## src/rtl/pd_sched_pkg.sv

```systemverilog
// Shared types and constants for the power-domain scheduler.
// Holds the FSM encoding, the guard length and the shared counter width helper.
package pd_sched_pkg;

  typedef enum logic [2:0] {
    PD_IDLE,
    PD_ACK,
    PD_GUARD,
    PD_WAIT_DONE,
    PD_DWELL,
    PD_FAULT
  } pd_sched_state_e;

  localparam int PD_GUARD_CYCLES = 2;

  // One down-counter covers guard, timeout and dwell, so size it for the longest.
  function automatic int pd_cnt_width(input int dwell, input int timeout);
    int longest;
    longest = (dwell > timeout) ? dwell : timeout;
    return $clog2(longest + 1);
  endfunction

endpackage

```

## src/rtl/pd_rr_arb.sv

```systemverilog
// Combinational round-robin pick: searches upward from ptr with wrap.
// Zero latency; grant is one-hot, idx is its position, any flags a valid pick.
module pd_rr_arb #(
  parameter int NREQ = 4,
  parameter int IW   = 2
) (
  input  logic [NREQ-1:0] req,
  input  logic [IW-1:0]   ptr,
  output logic [NREQ-1:0] gnt,
  output logic [IW-1:0]   idx,
  output logic            any
);

  // Scan from the farthest offset down so the nearest requester overwrites last.
  always_comb begin
    logic [IW-1:0] sel;
    gnt = '0;
    idx = '0;
    any = 1'b0;
    sel = '0;
    for (int k = NREQ - 1; k >= 0; k--) begin
      sel = IW'((int'(ptr) + k) % NREQ);
      if (req[sel]) begin
        gnt = NREQ'(1) << sel;
        idx = sel;
        any = 1'b1;
      end
    end
  end

endmodule

```

## src/rtl/pd_power_scheduler.sv

```systemverilog
// Sequences one power domain's APC level from several arbitrated requesters.
// Grant-to-ready is 1 cycle for same-state requests; transitions wait on apc_done with guard, timeout and dwell.
module pd_power_scheduler
  import pd_sched_pkg::*;
#(
  parameter int NREQ           = 4,
  parameter int DWELL_CYCLES   = 16,
  parameter int TIMEOUT_CYCLES = 1024
) (
  input  logic            clk,
  input  logic            rst,
  input  logic [NREQ-1:0] req_valid,
  input  logic [NREQ-1:0] req_on,
  output logic [NREQ-1:0] req_ready,
  output logic [NREQ-1:0] req_err,
  output logic            apc_power,
  input  logic            apc_done,
  output logic            pd_on,
  output logic            busy,
  output logic            fault,
  input  logic            fault_clr
);

  localparam int IW = (NREQ > 1) ? $clog2(NREQ) : 1;
  localparam int CW = pd_cnt_width(DWELL_CYCLES, TIMEOUT_CYCLES);

  pd_sched_state_e state;
  logic [CW-1:0]   cnt;
  logic [IW-1:0]   ptr;
  logic [NREQ-1:0] owner;
  logic            trans;

  logic [NREQ-1:0] arb_gnt;
  logic [IW-1:0]   arb_idx;
  logic            arb_any;
  logic            win_on;

  pd_rr_arb #(
    .NREQ (NREQ),
    .IW   (IW)
  ) u_arb (
    .req (req_valid),
    .ptr (ptr),
    .gnt (arb_gnt),
    .idx (arb_idx),
    .any (arb_any)
  );

  assign win_on = |(req_on & arb_gnt);

  always_ff @(posedge clk or negedge rst) begin
    if (!rst) begin
      state     <= PD_IDLE;
      cnt       <= '0;
      ptr       <= '0;
      owner     <= '0;
      trans     <= 1'b0;
      req_ready <= '0;
      req_err   <= '0;
      apc_power <= 1'b0;
      pd_on     <= 1'b0;
      busy      <= 1'b0;
      fault     <= 1'b0;
    end else begin
      req_ready <= '0;
      req_err   <= '0;
      case (state)
        PD_IDLE: begin
          if (arb_any) begin
            owner <= arb_gnt;
            ptr   <= (arb_idx == IW'(NREQ - 1)) ? '0 : arb_idx + 1'b1;
            busy  <= 1'b1;
            if (win_on == pd_on) begin
              trans     <= 1'b0;
              req_ready <= arb_gnt;
              state     <= PD_ACK;
            end else begin
              trans     <= 1'b1;
              apc_power <= win_on;
              cnt       <= CW'(PD_GUARD_CYCLES);
              state     <= PD_GUARD;
            end
          end
        end
        // The wrapper's done falls only after it sees the new level; mask the stale value.
        PD_GUARD: begin
          if (cnt == CW'(1)) begin
            cnt   <= CW'(TIMEOUT_CYCLES);
            state <= PD_WAIT_DONE;
          end else begin
            cnt <= cnt - 1'b1;
          end
        end
        PD_WAIT_DONE: begin
          if (apc_done) begin
            pd_on     <= apc_power;
            req_ready <= owner;
            state     <= PD_ACK;
          end else if (cnt == CW'(1)) begin
            req_err <= owner;
            fault   <= 1'b1;
            state   <= PD_FAULT;
          end else begin
            cnt <= cnt - 1'b1;
          end
        end
        PD_ACK: begin
          if (trans && (DWELL_CYCLES > 0)) begin
            cnt   <= CW'(DWELL_CYCLES);
            state <= PD_DWELL;
          end else begin
            busy  <= 1'b0;
            state <= PD_IDLE;
          end
        end
        PD_DWELL: begin
          if (cnt == CW'(1)) begin
            busy  <= 1'b0;
            state <= PD_IDLE;
          end else begin
            cnt <= cnt - 1'b1;
          end
        end
        // Level stays where it was left; software decides when to trust it again.
        PD_FAULT: begin
          if (fault_clr) begin
            pd_on <= apc_power;
            fault <= 1'b0;
            busy  <= 1'b0;
            state <= PD_IDLE;
          end
        end
        default: begin
          busy  <= 1'b0;
          state <= PD_IDLE;
        end
      endcase
    end
  end

endmodule

```

## config.mk

```make
export PLATFORM = sky130hd
export DESIGN_NAME = pd_power_scheduler
export DESIGN_NICKNAME = d
export VERILOG_FILES = /design/src/rtl/pd_sched_pkg.sv /design/src/rtl/pd_rr_arb.sv /design/src/rtl/pd_power_scheduler.sv
export SDC_FILE = /design/constraint.sdc
export NUM_CORES = 1
export LEC_CHECK = 0
export CORE_UTILIZATION = 45
export CTS_CLUSTER_DIAMETER = 50
export DETAILED_ROUTE_END_ITERATION = 8
export PLACE_DENSITY_LB_ADDON = 0.1
export SYNTH_ARGS = -nofsm -noshare
export SYNTH_HDL_FRONTEND = slang
export SYNTH_SLANG_ARGS = --single-unit
```

## constraint.sdc

```tcl
create_clock -name clk -period 4.3 [get_ports clk]
set_input_delay 0.86 -clock clk [delete_from_list [all_inputs] [get_ports clk]]
set_output_delay 0.86 -clock clk [all_outputs]
set_load 0.1 [all_outputs]
```

* Yosys cells after proc, flatten, opt, wreduce, memory -nomap -nowiden *
Index checks and enable logic that the tools add are counted.

cells by class
  muxes and demuxes = 56
  $lt $le $gt $ge = 4
  eq/ne operators = 19
  shift-type cells = 4
  add/subtract/negate cells = 5
  bitwise logic cells = 3
  reductions and logical operators = 12

operator list
  cell                                                        number
  2-to-1 mux 11 bit                                           6
  case mux 11 bit (5 select lines)                            1
  2-to-1 mux 4 bit                                            10
  2-to-1 mux 3 bit                                            7
  inequality test 2 bit, second input constant                10
  case mux 3 bit (6 select lines)                             1
  2-to-1 mux 1 bit                                            17
  << shifter 1 x 2 -> 4 bit, first input constant             4
  AND reduction 5 bit                                         3
  less-than comparator 2 x 3 -> 1 bit, second input constant  4
  2-to-1 mux 2 bit                                            6
  == test 11 x 1 -> 1 bit, second input constant              1
  subtractor 11 x 1 -> 11 bit, second input constant          1
  binary-select mux 1 bit (select 2 bit)                      4
  case mux 4 bit (2 select lines)                             1
  == test 3 x 2 -> 1 bit, second input constant               2
  == test 3 bit, second input constant                        2
  AND reduction 3 bit                                         2
  case mux 1 bit (5 select lines)                             1
  nonzero test 5 bit                                          1
  adder 2 x 1 -> 2 bit, second input constant                 2
  adder 2 bit, second input constant                          2
  bitwise AND 4 bit                                           1
  case mux 1 bit (2 select lines)                             2
  other kinds (11)                                            12

word-level totals
  bits of input ports = 12
  logic and storage cells = 114
  flip-flop bits (word level) = 33

* Longest topological paths before layout *
  depth after elaboration = 13
  depth in mapped cells = 13

* Hierarchy *
From an unflattened synthesis, not the netlist that was laid out.

second synthesis, totals
  cell total of the unflattened synthesis = 243
  area, all modules = 2294.7 sq um

modules (own cells, without submodules)
  module              area each (sq um)  seq. area each (sq um)  cells each  times used
  pd_power_scheduler  1785.5             825.8                   182         1
  pd_rr_arb           509.2              0.0                     61          1

* Least setup slack after synthesis *
Ideal clock, no wire load.

  path type = register to register
  start = register ptr[0]
  end = register cnt[4]
  period minus slack after synthesis = 3432 ps
  buffers on the path = 3
  setup time = 134 ps
  required time = 4166 ps
  data arrival time = 3298 ps
  cell stages (with the launch flop) = 14
  path slack = 868 ps
  path through = dfrtp_1 > buf_6 > buf_2 > inv_1 > ha_1 > clkbuf_1 > mux4_2 > nor2b_1 > a221o_1 > a32o_1 > a31o_4 > a221o_2 > o31ai_2 > o21ai_1

between the ends
  cells in the longest elaborated chain, start to end = 12

RTL lines
  what                                    RTL line                  RTL
  from (decl)                             pd_power_scheduler.sv:29  logic [IW-1:0] ptr;
  from (signal assigned)                  pd_power_scheduler.sv:71  ptr <= (arb_idx == IW'(NREQ - 1)) ? '0 : arb_idx + 1'b1;
  adder 2 bit                             pd_rr_arb.sv:22           sel = IW'((int'(ptr) + k) % NREQ);
  binary-select mux 1 bit (select 2 bit)  pd_rr_arb.sv:23           if (req[sel]) begin
  2-to-1 mux 1 bit (implied by the code)  pd_rr_arb.sv:23
  2-to-1 mux 4 bit (4 in a row)           pd_rr_arb.sv:23
  bitwise AND 4 bit                       pd_power_scheduler.sv:49  assign win_on = |(req_on & arb_gnt);
  OR reduction 4 bit                      pd_power_scheduler.sv:49
  == test 1 bit                           pd_power_scheduler.sv:73  if (win_on == pd_on) begin
  inequality test 2 bit (no line)         -
  AND reduction 5 bit (no line) (*)       -
  to (signal assigned)                    pd_power_scheduler.sv:80  cnt <= CW'(PD_GUARD_CYCLES);
  to (signal assigned)                    pd_power_scheduler.sv:88  cnt <= CW'(TIMEOUT_CYCLES);
  to (signal assigned)                    pd_power_scheduler.sv:91  cnt <= cnt - 1'b1;
  to (decl)                               pd_power_scheduler.sv:28  logic [CW-1:0] cnt;

Every way passes the cells marked *; elsewhere a longest branch is shown, timed or not. The select of a mux whose other input is x is not followed.
A chain may end at the register's enable or synchronous reset.

* Worst setup path in the final report *
  start = register ptr[1]
  end = register cnt[4]

The elaborated chain is that of the path after synthesis.

==> results.toml <==
[final_layout]
syn_to_final_growth_pct = 16.23
antenna_cells = 0
final_common_cell = "nand2_1"
final_cells = 361
drive_gt1_share_pct = 7.823
final_nets = 315
design_area_mm2 = 0.002706
mostFrequentLayoutCells = "nand2_1, dfrtp_1, nor2_1"
utilization_pct = 55.82

[timing]
slew_viol_final = 0
finClkSkew_ns = 0.008116
slew_headroom_pct = 35.00
tns_ns = 0
finalSetupViolations = 0
timing.hold.ws_ns = 0.4875
hold_violations = 0
max_freq_mhz = 285.3
timing.final.crit_period_ns = 3.505
max_slew.worst_pin.slew_ns = 0.9720
min_period_over_period_pct = 81.51
rsz0062_at_grt = "false"

[cts]
worstSkewPairLatency_ns = 0.28
root_buffer = "clkbuf_8"
clock-sinks = 33
cts_tree = "yes"
h-tree-depth = 2
post_cts_resized = 0
numCtsBuffers = 5
clockBufferDepth = 2
clkTransAtPathRegs_ns = 0.07
ctsHoldBuffers = 0
post_cts_buffers = 0

[global_routing]
grt_usage_pct = 21.26
grt_pass1_wl_um = 9011
first_global_vias = 1890
grt_antenna_before_repair = 0
grt_start_max_net_pins = 34
grt-ovfl-total = 0

[floorplanning]
die_h_um = 73.94
top_level_ports = 24
die-area_mm2 = 0.005466
rows = 25
coreArea_mm2 = 0.004848
die_x_um = 73.94
start_util_pct = 48.03

[worst_setup_path]
cp_slowest_cell = "dfrtp_1"
crit_start = "ptr[1]"
critPathCaptureType = "register"
cp_cell_sequence = "inv_1 > ha_1 > mux4_2 > nor2b_1 > a221o_1 > a32o_1 > a31o_4 > a221o_2 > o31ai_2 > o21ai_1"
crit_arrival_ns = 3.66
cp-start-kind = "register"
worstSetupPathType = "register to register"
rrSetupSlack_ns = 0.79
r2r_start = "ptr[1]"
slowest_delay_ns = 0.68
path_buf_inv = 1
crit_family = "compound AO/OA/AOI/OAI gates"
crit_fanout = 14
critical_path_required_ns = 4.46

[placed_design]
postPlaceCellArea_mm2 = 0.002605
dpl.cell_count = 353
gp_congestion = 0.8024
hpwl_um = 3840
io_buffers = 23

[power_and_ir_drop]
power_density_mw_per_mm2 = 878.7
power.switching_uw = 1253
p_seq_share_pct = 24.6
intPower_uw = 1125
ir_drop_uv = 401.8
switching_share_pct = 52.69
power_leakage_uw = 0.001192
pwr-share-clk_pct = 11.0
pwr-share-comb_pct = 64.4

[synth]
ys.flop_type = "dfrtp_1"
netlist_area_mm2 = 0.002328
ys_warn_count = 0
seq_area_frac_synth_pct = 35.46
synth_edf_count = 0
syn_nets = 295
synthCells = 273
avgSynthCellArea_um2 = 8.529
ys_ff_latch = 33
synth_cell_types = 47
async_flop_share_pct = 100.0

[route]
wl_per_cell_um = 14.84
drcViolationCount = 0
num_vias = 2070
ant_nets = 0
first_pass_iters = 4
drt_wl_total_um = 5357
via_per_inst = 5.734
drt_iter0_drc = 155

[flow_run]
maxCapViolations = 0

[min_path]
hp-class = "register to register"
worstHoldStart = "cnt[10]"

[status]
outcome = "completed"
==> area by class of cell <==
type | count | area [µm²]
fill | 474 | 2142
multi-input combinational | 215 | 1394
sequential | 33 | 825.8
timing repair buffer | 27 | 260.3
clock buffer | 7 | 96.34
tap | 67 | 83.83
inverter | 11 | 41.29
clock inverter | 1 | 5.005
==> cell families (layout without fill, tap and decap cells) <==
group,after synthesis,in the layout,synth area share (%)
adders and majority gates,10,10,5.373
muxes,15,15,8.221
xor gates and xnor gates,2,2,0.7524
and+or+nand+nor,103,103,20.42
buffers and inverters,25,46,4.675
DFF,33,33,35.46
AOI/OAI and AO/OA,85,85,25.10
==> power by group through the flow <==
stage | logic [µW] | clock network (µW) | registers [µW]
3_3_place_gp | 1500 | 0 | 589
6_report | 1530 | 262 | 585
3_5_place_dp | 1520 | 0 | 590
5_1_grt | 1690 | 279 | 608
4_1_cts | 1530 | 265 | 585
2_1_floorplan | 1030 | 0 | 754
==> worst paths after layout <==
check / endpoint / cells past startpoint
worst max-delay path: cnt[4] / 10
worst min-delay path: cnt[10] / 1
worst max register to register: cnt[4] / 10
worst min register to register: cnt[10] / 1
max in group asynchronous: cnt[9] / 2
min in group asynchronous: req_err[3] / 2
==> synth_stat cells (all sizes together) (3+ instances only) <==
master  instances  share of area (%)
mux2            3                1.5
nor3           12                2.6
and2            6                1.6
a21oi          15                3.2
nand3           4               0.86
o211ai          3               0.97
inv            10                1.6
o21ai          26                5.6
clkbuf          7                1.1
buf             7                1.8
a21o            5                1.6
nand2          34                5.5
or3             5                1.3
a31oi          11                3.0
a22o            5                1.9
mux4            3                2.9
nor2b           5                1.3
dfrtp          33                 35
mux2i           9                3.9
ha             10                5.4
nor2           27                4.4
nand4           3               0.81
a22oi           4                1.3
==> sequential cells by signal, indices dropped and copies added, names as in the netlist <==
| register | count |
|---|---|
| cnt | 11 |
| owner | 4 |
| req_err | 4 |
| req_ready | 4 |
| state | 3 |
| ptr | 2 |
| apc_power | 1 |
| busy | 1 |
| fault | 1 |
| pd_on | 1 |
| trans | 1 |
==> stage by stage <==
stage	setup slack (ns)	power [µW]
3_3_place_gp	0.5784	2089
6_report	0.7950	2378
5_1_grt	0.5070	2579
3_5_place_dp	0.5056	2114
4_1_cts	0.7765	2379
2_1_floorplan	0.8676	1788
==> routing by layer <==
metal	vias up	wire length [µm]	GRT usage [%]
met5	-	0	0
met3	7	173	3.659
met1	975	2629	30.98
li1	1038	-	-
met4	0	43	6.410
met2	50	2510	32.32
(Power assumes the default switching activity.)
